File: config.mk
export PLATFORM = sky130hd
export DESIGN_NAME = sync_fifo_ctl
export DESIGN_NICKNAME = d
export VERILOG_FILES = /design/src/rtl/sync_fifo_ctl.sv
export SDC_FILE = /design/constraint.sdc
export NUM_CORES = 1
export LEC_CHECK = 0
export CAP_MARGIN = 20
export CORE_AREA = 2 2 169 88
export CTS_CLUSTER_DIAMETER = 150
export DETAILED_ROUTE_END_ITERATION = 8
export DIE_AREA = 0 0 171 90
export PLACE_DENSITY = 0.61
export SYNTH_ARGS = -nofsm -noshare
export SYNTH_HDL_FRONTEND = slang
export SYNTH_SLANG_ARGS = --single-unit
File: constraint.sdc
create_clock -name clk -period 3 [get_ports clk]
set_input_delay 0.6 -clock clk [delete_from_list [all_inputs] [get_ports clk]]
set_output_delay 0.6 -clock clk [all_outputs]
set_load 0.05 [all_outputs]
File: src/rtl/sync_fifo_ctl.sv
// Single-clock FIFO controller with an exact occupancy count, threshold flags,
// a selectable registered / first-word-fall-through read port, and sticky
// overflow/underflow error flags.
module sync_fifo_ctl #(
    parameter int unsigned WIDTH      = 8,
    parameter int unsigned DEPTH      = 16,
    parameter int unsigned PTR        = 4,
    parameter int unsigned AFULL_LVL  = 12,
    parameter int unsigned AEMPTY_LVL = 2,
    parameter bit          FWFT       = 1'b0
) (
    input  logic             clk,
    input  logic             reset_,
    input  logic             wren,
    input  logic [WIDTH-1:0] datain,
    input  logic             rden,
    input  logic             clr_err,
    output logic [WIDTH-1:0] dataout,
    output logic             wrfull,
    output logic             rdfull,
    output logic             wrempty,
    output logic             rdempty,
    output logic [PTR:0]     usedw,
    output logic             almost_full,
    output logic             almost_empty,
    output logic             ovf,
    output logic             udf
);

    // Reject inconsistent parameter sets at elaboration time.
    if (DEPTH != (32'd1 << PTR)) begin : g_bad_depth
        $error("sync_fifo_ctl: DEPTH must equal 2**PTR");
    end
    if (DEPTH < 4) begin : g_small_depth
        $error("sync_fifo_ctl: DEPTH must be at least 4");
    end
    if (AEMPTY_LVL >= AFULL_LVL) begin : g_bad_lvl
        $error("sync_fifo_ctl: AEMPTY_LVL must be below AFULL_LVL");
    end
    if ((AFULL_LVL < 1) || (AFULL_LVL > DEPTH)) begin : g_bad_afull
        $error("sync_fifo_ctl: AFULL_LVL must be in 1..DEPTH");
    end

    localparam logic [PTR:0]   CNT_FULL   = (PTR + 1)'(DEPTH);
    localparam logic [PTR:0]   CNT_AFULL  = (PTR + 1)'(AFULL_LVL);
    localparam logic [PTR:0]   CNT_AEMPTY = (PTR + 1)'(AEMPTY_LVL);
    localparam logic [PTR:0]   CNT_ONE    = (PTR + 1)'(1);
    localparam logic [PTR-1:0] PTR_ONE    = PTR'(1);

    logic [WIDTH-1:0] mem_q [DEPTH];

    logic [PTR-1:0] wr_ptr_q, wr_ptr_d;
    logic [PTR-1:0] rd_ptr_q, rd_ptr_d;
    logic [PTR:0]   usedw_q, usedw_d;
    logic           ovf_q, ovf_d;
    logic           udf_q, udf_d;
    logic           rd_acc, wr_acc;

    // Accept decisions; a write into a full FIFO rides on a same-cycle read.
    always_comb begin
        rd_acc = rden & (usedw_q != '0);
        wr_acc = wren & ((usedw_q != CNT_FULL) | rd_acc);
    end

    // Pointer, occupancy and sticky error next-state; a set beats clr_err.
    always_comb begin
        wr_ptr_d = wr_acc ? wr_ptr_q + PTR_ONE : wr_ptr_q;
        rd_ptr_d = rd_acc ? rd_ptr_q + PTR_ONE : rd_ptr_q;
        usedw_d  = usedw_q;
        unique case ({wr_acc, rd_acc})
            2'b10:   usedw_d = usedw_q + CNT_ONE;
            2'b01:   usedw_d = usedw_q - CNT_ONE;
            default: usedw_d = usedw_q;
        endcase
        ovf_d = (ovf_q & ~clr_err) | (wren & ~wr_acc);
        udf_d = (udf_q & ~clr_err) | (rden & ~rd_acc);
    end

    // Control state; reset discards all stored words immediately.
    always_ff @(posedge clk or negedge reset_) begin
        if (!reset_) begin
            wr_ptr_q <= '0;
            rd_ptr_q <= '0;
            usedw_q  <= '0;
            ovf_q    <= 1'b0;
            udf_q    <= 1'b0;
        end else begin
            wr_ptr_q <= wr_ptr_d;
            rd_ptr_q <= rd_ptr_d;
            usedw_q  <= usedw_d;
            ovf_q    <= ovf_d;
            udf_q    <= udf_d;
        end
    end

    // Storage array; contents are deliberately not reset.
    always_ff @(posedge clk) begin
        if (wr_acc) begin
            mem_q[wr_ptr_q] <= datain;
        end
    end

    if (FWFT) begin : g_fwft
        // Head word falls straight through; meaningless while empty.
        always_comb begin
            dataout = mem_q[rd_ptr_q];
        end
    end else begin : g_reg
        logic [WIDTH-1:0] dataout_q, dataout_d;

        // Registered read port holds its value unless a read is accepted.
        always_comb begin
            dataout_d = rd_acc ? mem_q[rd_ptr_q] : dataout_q;
        end

        // Read data register.
        always_ff @(posedge clk or negedge reset_) begin
            if (!reset_) begin
                dataout_q <= '0;
            end else begin
                dataout_q <= dataout_d;
            end
        end

        always_comb begin
            dataout = dataout_q;
        end
    end

    // Status flags decode only the registered occupancy.
    always_comb begin
        usedw        = usedw_q;
        wrfull       = (usedw_q == CNT_FULL);
        rdfull       = (usedw_q == CNT_FULL);
        wrempty      = (usedw_q == '0);
        rdempty      = (usedw_q == '0);
        almost_full  = (usedw_q >= CNT_AFULL);
        almost_empty = (usedw_q <= CNT_AEMPTY);
        ovf          = ovf_q;
        udf          = udf_q;
    end

endmodule

======== Word level (Yosys, flattened, before mapping) ========
Memory sizes are Yosys's and may differ from the RTL's. A register that Yosys moved wholly into a read port is not among the register bits.
Index checks and enable logic that the tools add are counted.
storage, ports and cells
  register bits after elaboration ......... 15
  bits in latches ......................... 0
  RAM bits ................................ 128
  bits in read-only memories .............. 0
  logic and storage cells ................. 35
  memories ................................ 1
cells by class
  $add $sub $neg .......................... 4
  multiply operators ...................... 0
  divide/modulo/power cells ............... 0
  $lt $le $gt $ge ......................... 2
  equality and inequality tests ........... 4
  shift operators ......................... 0
  muxes and demuxes ....................... 3
  bitwise gates (word level) .............. 12
  reductions and logical operators ........ 4
memories
  name   depth  width  rd ports  clocked after memory_dff  write ports  RTL line  source
  mem_q  16     8      1         1                         1            50        logic [WIDTH-1:0] mem_q [DEPTH];
operators with widths
  cell                 number
  $pmux 5 s2           1
  $add 4x1->4 const B  2
  $and 1x1->1          6
  $add 5x1->5 const B  1
  $eq 5x5->1 const B   1
  $ge 5x4->1 const B   1
  $le 5x2->1 const B   1
  $logic_not 5->1      1
  $ne 5x5->1 const B   1
  $reduce_bool 5->1    1
  $sub 5x1->5 const B  1
  $not 1->1            3
  $or 1x1->1           3
  $eq 2x1->1 const B   1
  $eq 2x2->1 const B   1
  $mux 1               2
  $reduce_bool 2->1    1
  $logic_not 1->1      1

======== Logic depth before layout (Yosys ltp) ========
Gate-level depths: netlist of run 1.
  depth after elaboration ................. 7
  mapped depth ............................ 10
  depth with buffers taken out ............ 10

======== Worst setup path before layout of run 1 ========
OpenSTA, ideal clock, no wires.
  path type ............................... register to register
  start point ............................. register usedw_q[4] (netlist: usedw[4])
  end point ............................... register usedw_q[4] (netlist: usedw[4])
  arrival time ............................ 2.784 ns
  required time ........................... 2.911 ns
  setup slack ............................. 0.127 ns
  stages on the path, launching flop included .. 11
  period minus slack after synthesis ...... 2.873 ns
  path through ............................ dfrtp_1 -> or3_4 -> o31a_4 -> nand2b_4 -> inv_2 -> ha_1 -> nor2b_1 -> o21a_1 -> or2_2 -> o32a_1 -> o211ai_1
on the way
  cells in the longest elaborated chain, start to end .. 6
  elaborated cells on any way between the ends .. 11
  those cells by class .................... 2 x add/sub; 3 x eq/ne; 1 x mux; 3 x bitwise; 2 x reduce/logical
ends and longest elaborated chain
  item                                                    RTL line  source
  start: declaration                                      54        logic [PTR:0] usedw_q, usedw_d;
  start signal: assignment                                90        usedw_q <= usedw_d;
  $reduce_bool 5->1                                       61        rd_acc = rden & (usedw_q != '0);
  $and 1x1->1                                             61
  $or 1x1->1                                              62        wr_acc = wren & ((usedw_q != CNT_FULL) | rd_acc);
  $and 1x1->1                                             62
  $eq 2x1->1 / $eq 2x2->1 (equally long branches)         70        unique case ({wr_acc, rd_acc})
  $pmux 5 s2 / $reduce_bool 2->1 (equally long branches)  n/a
Several ways; a longest one is shown, not always the timed one.
A chain may end at the register's enable or synchronous reset.

======== Worst setup path in the final report of run 1 ========
  start point ............................. register usedw_q[3] (netlist: usedw[3])
  end point ............................... output port almost_empty
on the way
  cells in the longest elaborated chain, start to end .. 1
ends and longest elaborated chain
  item              RTL line  source
  $le 5x2->1        138       almost_empty = (usedw_q <= CNT_AEMPTY);
  end: declaration  25        output logic almost_empty,
Every way passes these cells.

==> summary.txt, run 1 <==
Place
  • Number of port buffers: 33
  • Final Wtd Congestion: 0.809
  • DP Area: around 7000 sq um
  • DPL Wire Length: roughly 8400 um
  • Placed Instances: around 570
  • Pre-CTS setup slack: ~130 ps

Die
  • Ports: 34
  • Die area: between 15,000 and 20,000 sq um
  • Die W: about 170 um
  • Die Ht: 90 um
  • Core area: between 10,000 and 15,000 sq um
  • Site row count: 31
  • Initial core utilization: 44.0%

Route
  • Post-DR vias/cell: around 5.4
  • # DRC: 0
  • First drt pass iteration count: 4
  • Avg WL per Cell: 20.9 um
  • Via count: around 3,200
  • DRT iter0 DRCs: about 350
  • Final WL: 12,500 um
  • DRT antenna net count: 0

Pwr
  • Net Sw Frac: about 33%
  • Combinational power share: 33.2%
  • Net Switching: approximately 2500 uW
  • Seq pwr share: around two fifths
  • Cell Pwr Density: around 1000 nW/um^2
  • Peak VDD IR: 0.454 mV
  • Clock share of power: ~28%
  • Pint: approximately 5000 uW
  • Standby leakage power: 0.00259 uW

Layout
  • Antenna Cells: 0
  • Layout cells sized above 1: about 28%
  • Multi-input gate area: around 1600 sq um
  • Final Instance Area: about 7500 sq um
  • Final non-filler cell total: roughly 600
  • Final net count: just over 400
  • Register area: 4420 sq um
  • Area grow syn2layout: 21.3%
  • Fillers: between 1,000 and 1,500

Logic synthesis
  • Async SR Flop Fraction: approximately 15%
  • Synth area leaders: edfxtp_1, mux4_2, dfrtp_1
  • Synth cell types: between 40 and 50
  • Area leader, netlist: edfxtp_1
  • Most common cell in the synthesized netlist: edfxtp_1
  • Post-synth EDFFs: 128
  • Leading cell types by count after synthesis: edfxtp_1, mux4_2, dfrtp_1
  • Seq/Total Area, Yosys: around 71%
  • Synth Register Bits: approximately 150
  • Synth warn: 0
  • Leading register cell type out of synthesis: edfxtp_1
  • Synthesized cell area: between 6000 and 7000 sq um
  • Post-Syn Instances: 328
  • Syn Area/Cell: 18.8 sq um
  • Share of the synthesized area in the top cell type: about 62%
  • Net Count, Synth: 350

Clocking
  • Cts bufs inserted: 17
  • Hold-fix buffers, CTS: 0
  • Max clock buf depth: 2
  • Worst skew pair latency: around 420 ps
  • CTS tree: done
  • CTS root buf: clkbuf_16
  • Clock tree sinks: 151
  • Worst-path clk slew: roughly 60 ps
  • H-tree depth: 4

STA
  • Worst setup margin: 157 ps
  • Max-slew headroom: a little under three fifths
  • Clock skew: 10.1 ps
  • Hold Vio Cnt, Final: 0
  • RSZ-0062 raised after global routing: false
  • Final min period: 2840 ps
  • Final Max Slew Viols: 0
  • Fmax: 352 MHz
  • Final period util: 94.8%
  • Fin Setup TNS: 0 ps
  • Final setup fails: 0
  • Slew @ Worst Pin: roughly 660 ps

Global route
  • All-Layer GR Usage: approximately 17%
  • First-pass GRT wire length: between 15,000 and 20,000 um
  • Grt ovf: 0
  • Vias in the first global route: 3,130
  • Antenna violations before repair: 1
  • Pin count of the biggest net entering global routing: 27

Critical path
  • Worst EP required: 2400 ps
  • Kind of critical path: flop to primary output
  • CP Launch Type: flop
  • Crit end category: primary output
  • R2R depth: 10
  • Worst reg2reg setup slack: about 190 ps
  • Worst-path maximum fanout: 6
  • CP arrival: 2240 ps

Status
  • Outcome: finished, final reports clean

Flow run
  • Max-cap violations: 0

Min path
  • Hold Path Class: flop to flop
  • WHS Path Cells: 1
-- final timing paths --
kind,from,endpoint
worst max-delay path,usedw[3],almost_empty
worst min-delay path,ovf,ovf
worst max register to register,usedw[3],usedw[4]
worst min register to register,ovf,ovf
max in group asynchronous,reset_,rd_ptr_q[2]
min in group asynchronous,reset_,dataout[2]
-- metal layers --
| metal | up-vias | part of all wire, % | GRT usage, % |
|---|---|---|---|
| met1 | 1702 | 50 | 28.4 |
| met2 | 98 | 41 | 21.6 |
| met5 | - | 0.13 | 0 |
| met3 | 8 | 8.4 | 5.68 |
| li1 | 1429 | - | - |
| met4 | 2 | 0.68 | 4.94 |
-- kinds of logic after synthesis --
family / synth area share [%]
fa+ha+maj: 1.94
xor+xnor: 1.28
flops: 71.5
mux: 13.9
simple gates: 4.31
compound gates: 4.76
buf+inv: 2.27
-- power by group through the flow --
| stage | clock (uW) | combinational, uW | sequential [uW] |
|---|---|---|---|
| finish | 2160 | 2510 | 2890 |
| global route | 2310 | 2700 | 2930 |
| CTS | 2200 | 2550 | 2890 |
| detailed placement | 0 | 2540 | 2930 |
| global placement | 0 | 2530 | 2920 |
| floorplan | 0 | 1580 | 3080 |
-- stage by stage --
step	power, uW	hold slack [ps]	util (%)
2_1_floorplan	4660	304	-
3_3_place_gp	5450	498	49.2
3_5_place_dp	5470	493	49.2
4_1_cts	7640	510	53.4
5_1_grt	7940	535	53.4
6_report	7570	512	53.4
-- cell type report --
type / instances / area share [%]
inverter: 11 / 0.551
sequential: 151 / 59.0
multi-input combinational: 146 / 21.8
clock buffer: 17 / 5.67
timing repair buffer: 60 / 7.38
tap: 198 / 3.30
clock inverter: 15 / 2.35
-- sequential cells by signal, summed over array words and instances, names as in the netlist --
name / count
mem_q: 128
dataout: 8
usedw: 5
rd_ptr_q: 4
wr_ptr_q: 4
ovf: 1
udf: 1
-- layout by cell type, fill, tap and decap left out, drive strengths merged, types with 5 or more instances in the layout --
master | synthesis | routed
and2 | 8 | 8
edfxtp | 128 | 128
nand2 | 5 | 5
clkinv | 0 | 9
ha | 8 | 8
a211oi | 8 | 8
nor2b | 9 | 9
dfrtp | 23 | 23
buf | 11 | 27
o22ai | 8 | 8
xnor2 | 8 | 8
clkdlybuf4s50 | 0 | 29
mux2 | 11 | 11
clkbuf | 9 | 17
nor2 | 5 | 5
nor4 | 5 | 5
a21oi | 11 | 11
mux4 | 32 | 32
inv | 11 | 14
-- critical path, cell delays in order (launching register included) --
cell and delay, ps:
dfrtp_1 460, or3_4 420, a21oi_1 130, clkdlybuf4s50_1 820
-- repair_timing --
| item | CTS | global route |
|---|---|---|
| buffers inserted | 0 | 0 |
| resized for setup | 4 | 0 |
| endpoints found under the hold margin | 0 | 0 |
| setup endpoints to repair | 4 | 0 |
Note: power is estimated with default switching activity, not from simulation.
==> run 2: changes to the inputs <==
--- a/config.mk
+++ b/config.mk
@@ -10,7 +10,6 @@
 export CTS_CLUSTER_DIAMETER = 150
 export DETAILED_ROUTE_END_ITERATION = 8
 export DIE_AREA = 0 0 171 90
-export PLACE_DENSITY = 0.61
 export SYNTH_ARGS = -nofsm -noshare
 export SYNTH_HDL_FRONTEND = slang
 export SYNTH_SLANG_ARGS = --single-unit
==> run 2 against run 1 <==
Net effect:
- sequential power grew 1%
- via count shrank 1.1%
- sequential share of layout area grew 0.31 points
- fmax is essentially flat
- largest power group unchanged
- power shrank 0.70%
- first-iteration DRC count shrank 21%
- largest cell class unchanged
- non-clock buffer count is the same
- setup slack lost 2.8 ps
- highest routed layer is now met4
- wire length grew 4.6%
- critical path type unchanged
==> summary.txt, run 2 (synthesized netlist as in run 1, its figures left out) <==
Critical path
  • CP arrival: 2250 ps (about the same)
  • Worst-path maximum fanout: 5 (-1)
  • Worst EP required: 2400 ps (about the same)
  • CP Launch Type: flop
  • Kind of critical path: flop to primary output
  • Crit end category: primary output

Die
  • Ports: 34 (unchanged)
  • Die W: 171 um (unchanged)
  • Die Ht: 90 um (unchanged)
  • Die area: 15,400 sq um (unchanged)
  • Core area: 14,000 sq um (unchanged)
  • Initial core utilization: 44.0% (unchanged)
  • Site row count: 31 (unchanged)

Global route
  • Antenna violations before repair: 1 (unchanged)
  • Pin count of the biggest net entering global routing: 26 (-3.7%)
  • Global routing usage on met1: 31.5% (+3.1 points)
  • First-pass GRT wire length: 20,100 um (+4.9%)
  • Met2 usage: 23.1% (+1.4 points)
  • GRT Max-Usage Layer: met1
  • All-Layer GR Usage: 18.5% (+1.1 points)
  • Met3 Usage GRT: 3.61% (-2.1 points)
  • Vias in the first global route: 3,268 (+4.4%)
  • Grt ovf: 0 (unchanged)

Pwr
  • Combinational power share: 33.8% (+0.6 points)
  • Net Sw Frac: 34.5% (+1.6 points)
  • Cell Pwr Density: 1010 nW/um^2 (-0.18%)
  • Net Switching: 2590 uW (+4.1%)
  • Standby leakage power: 0.00255 uW (-1.5%)
  • Peak VDD IR: 0.410 mV (-9.6%)
  • Clock share of power: 27.1% (-1.4 points)
  • Seq pwr share: 39.1% (+0.9 points)
  • Pint: 4920 uW (-3.1%)

Layout
  • Commonest non-fill, non-tap cell in the layout: edfxtp_1
  • Final net count: 409 (unchanged)
  • Area grow syn2layout: 20.7%
  • Commonest non-fill, non-tap cells in the layout: edfxtp_1, mux4_2, clkdlybuf4s50_1
  • Number of flip-flops in the largest register: 128 (unchanged)
  • Layout cells sized above 1: 28.0% (+0.50 points)
  • Largest register by flop count: mem_q
  • Antenna Cells: 0 (unchanged)

STA
  • Clock skew: 11.4 ps (+1.28 ps)
  • Worst setup margin: 154 ps (-2.84 ps)
  • Final min period: 2850 ps (+2.84 ps)
  • Max-slew headroom: 47.8% (-8.1 points)
  • Fin Setup TNS: 0 ps (unchanged)
  • Slew @ Worst Pin: 782 ps (+121 ps)
  • Final setup fails: 0 (unchanged)
  • Final Max Slew Viols: 0 (unchanged)
  • Fin Hold WS: 511 ps (-1.37 ps)
  • RSZ-0062 raised after global routing: false
  • Final period util: 94.9% (about the same)
  • Hold Vio Cnt, Final: 0 (unchanged)
  • Fmax: 351 MHz (about the same)

Place
  • Pre-CTS setup slack: 105 ps (-22.9 ps)
  • DPL Wire Length: 8950 um (+6.5%)
  • Final Wtd Congestion: 0.780 (-3.6%)
  • Number of port buffers: 33 (unchanged)

Clocking
  • Worst skew pair latency: 410 ps (about the same)
  • CTS tree: done
  • Hold-fix buffers, CTS: 0 (unchanged)
  • Post-CTS Repair Setup Buffers: 0 (unchanged)
  • H-tree depth: 4 (unchanged)
  • CTS resizes: 4 (unchanged)
  • CTS root buf: clkbuf_16
  • Cts bufs inserted: 17 (unchanged)
  • Clock tree sinks: 151 (unchanged)
  • Max clock buf depth: 2 (unchanged)
  • Worst-path clk slew: 60 ps (about the same)

Route
  • Avg WL per Cell: 21.8 um (+4.6%)
  • First drt pass iteration count: 4 (unchanged)
  • Post-DR vias/cell: 5.36 (-1.1%)
  • Final WL: 13,100 um (+4.6%)
  • # DRC: 0 (unchanged)
  • Via count: 3,203 (-1.1%)
  • DRT antenna net count: 0 (unchanged)
  • DRT iter0 DRCs: 277 (-21%)

Status
  • Outcome: finished, final reports clean

Min path
  • Hold Path Class: flop to flop

Flow run
  • Max-cap violations: 0 (unchanged)
[run 2: metrics by stage]
step / power, uW / instances / util, % / area, sq um
floorplan: 4660 / 328 / - / 6180
global placement: 5510 / 566 / 49.1 / 6890
detailed placement: 5540 / 566 / 49.1 / 6890
CTS: 7580 / 598 / 53.1 / 7460
global route: 7880 / 598 / 53.1 / 7460
finish: 7510 / 598 / 53.1 / 7460
[run 2: power groups by stage]
| stage | logic [uW] | clock network (uW) | registers, uW |
|---|---|---|---|
| global placement | 2540 | 0 | 2970 |
| global route | 2720 | 2180 | 2990 |
| finish | 2540 | 2040 | 2930 |
| floorplan | 1580 | 0 | 3080 |
| detailed placement | 2560 | 0 | 2980 |
| CTS | 2560 | 2070 | 2940 |
[run 2: final timing paths]
kind / startpoint / cells after the start / slack (ps) / to
max in group asynchronous: reset_ / 2 / 2170 / rd_ptr_q[2]
max: usedw[2] / 5 / 150 / rdfull
min: ovf / 1 / 510 / ovf
max reg2reg: usedw[3] / 10 / 180 / usedw[4]
min reg2reg: ovf / 1 / 510 / ovf
min in group asynchronous: reset_ / 2 / 560 / usedw[0]
[run 2: final cells by class]
class	instances	area (sq um)
fillers	1124	6580
well taps	198	248
multi-input cells	146	1630
clock buffers	17	425
flip-flops and latches	151	4420
inverters	11	41.3
repair buffers	60	543
clock inverters	15	148
[run 2: critical path, stage by stage, from the launching register on]
cell and delay (ps):
dfrtp_1 410, buf_4 180, nor4_2 410, nand2_1 230
inv_1 110, clkdlybuf4s15_1 500
[run 2: routing by layer]
| layer | wire length [um] | part of all wire (%) |
|---|---|---|
| met1 | 6470 | 50 |
| met2 | 5320 | 41 |
| met3 | 1240 | 9.5 |
| met4 | 33 | 0.25 |
| met5 | 0 | 0 |
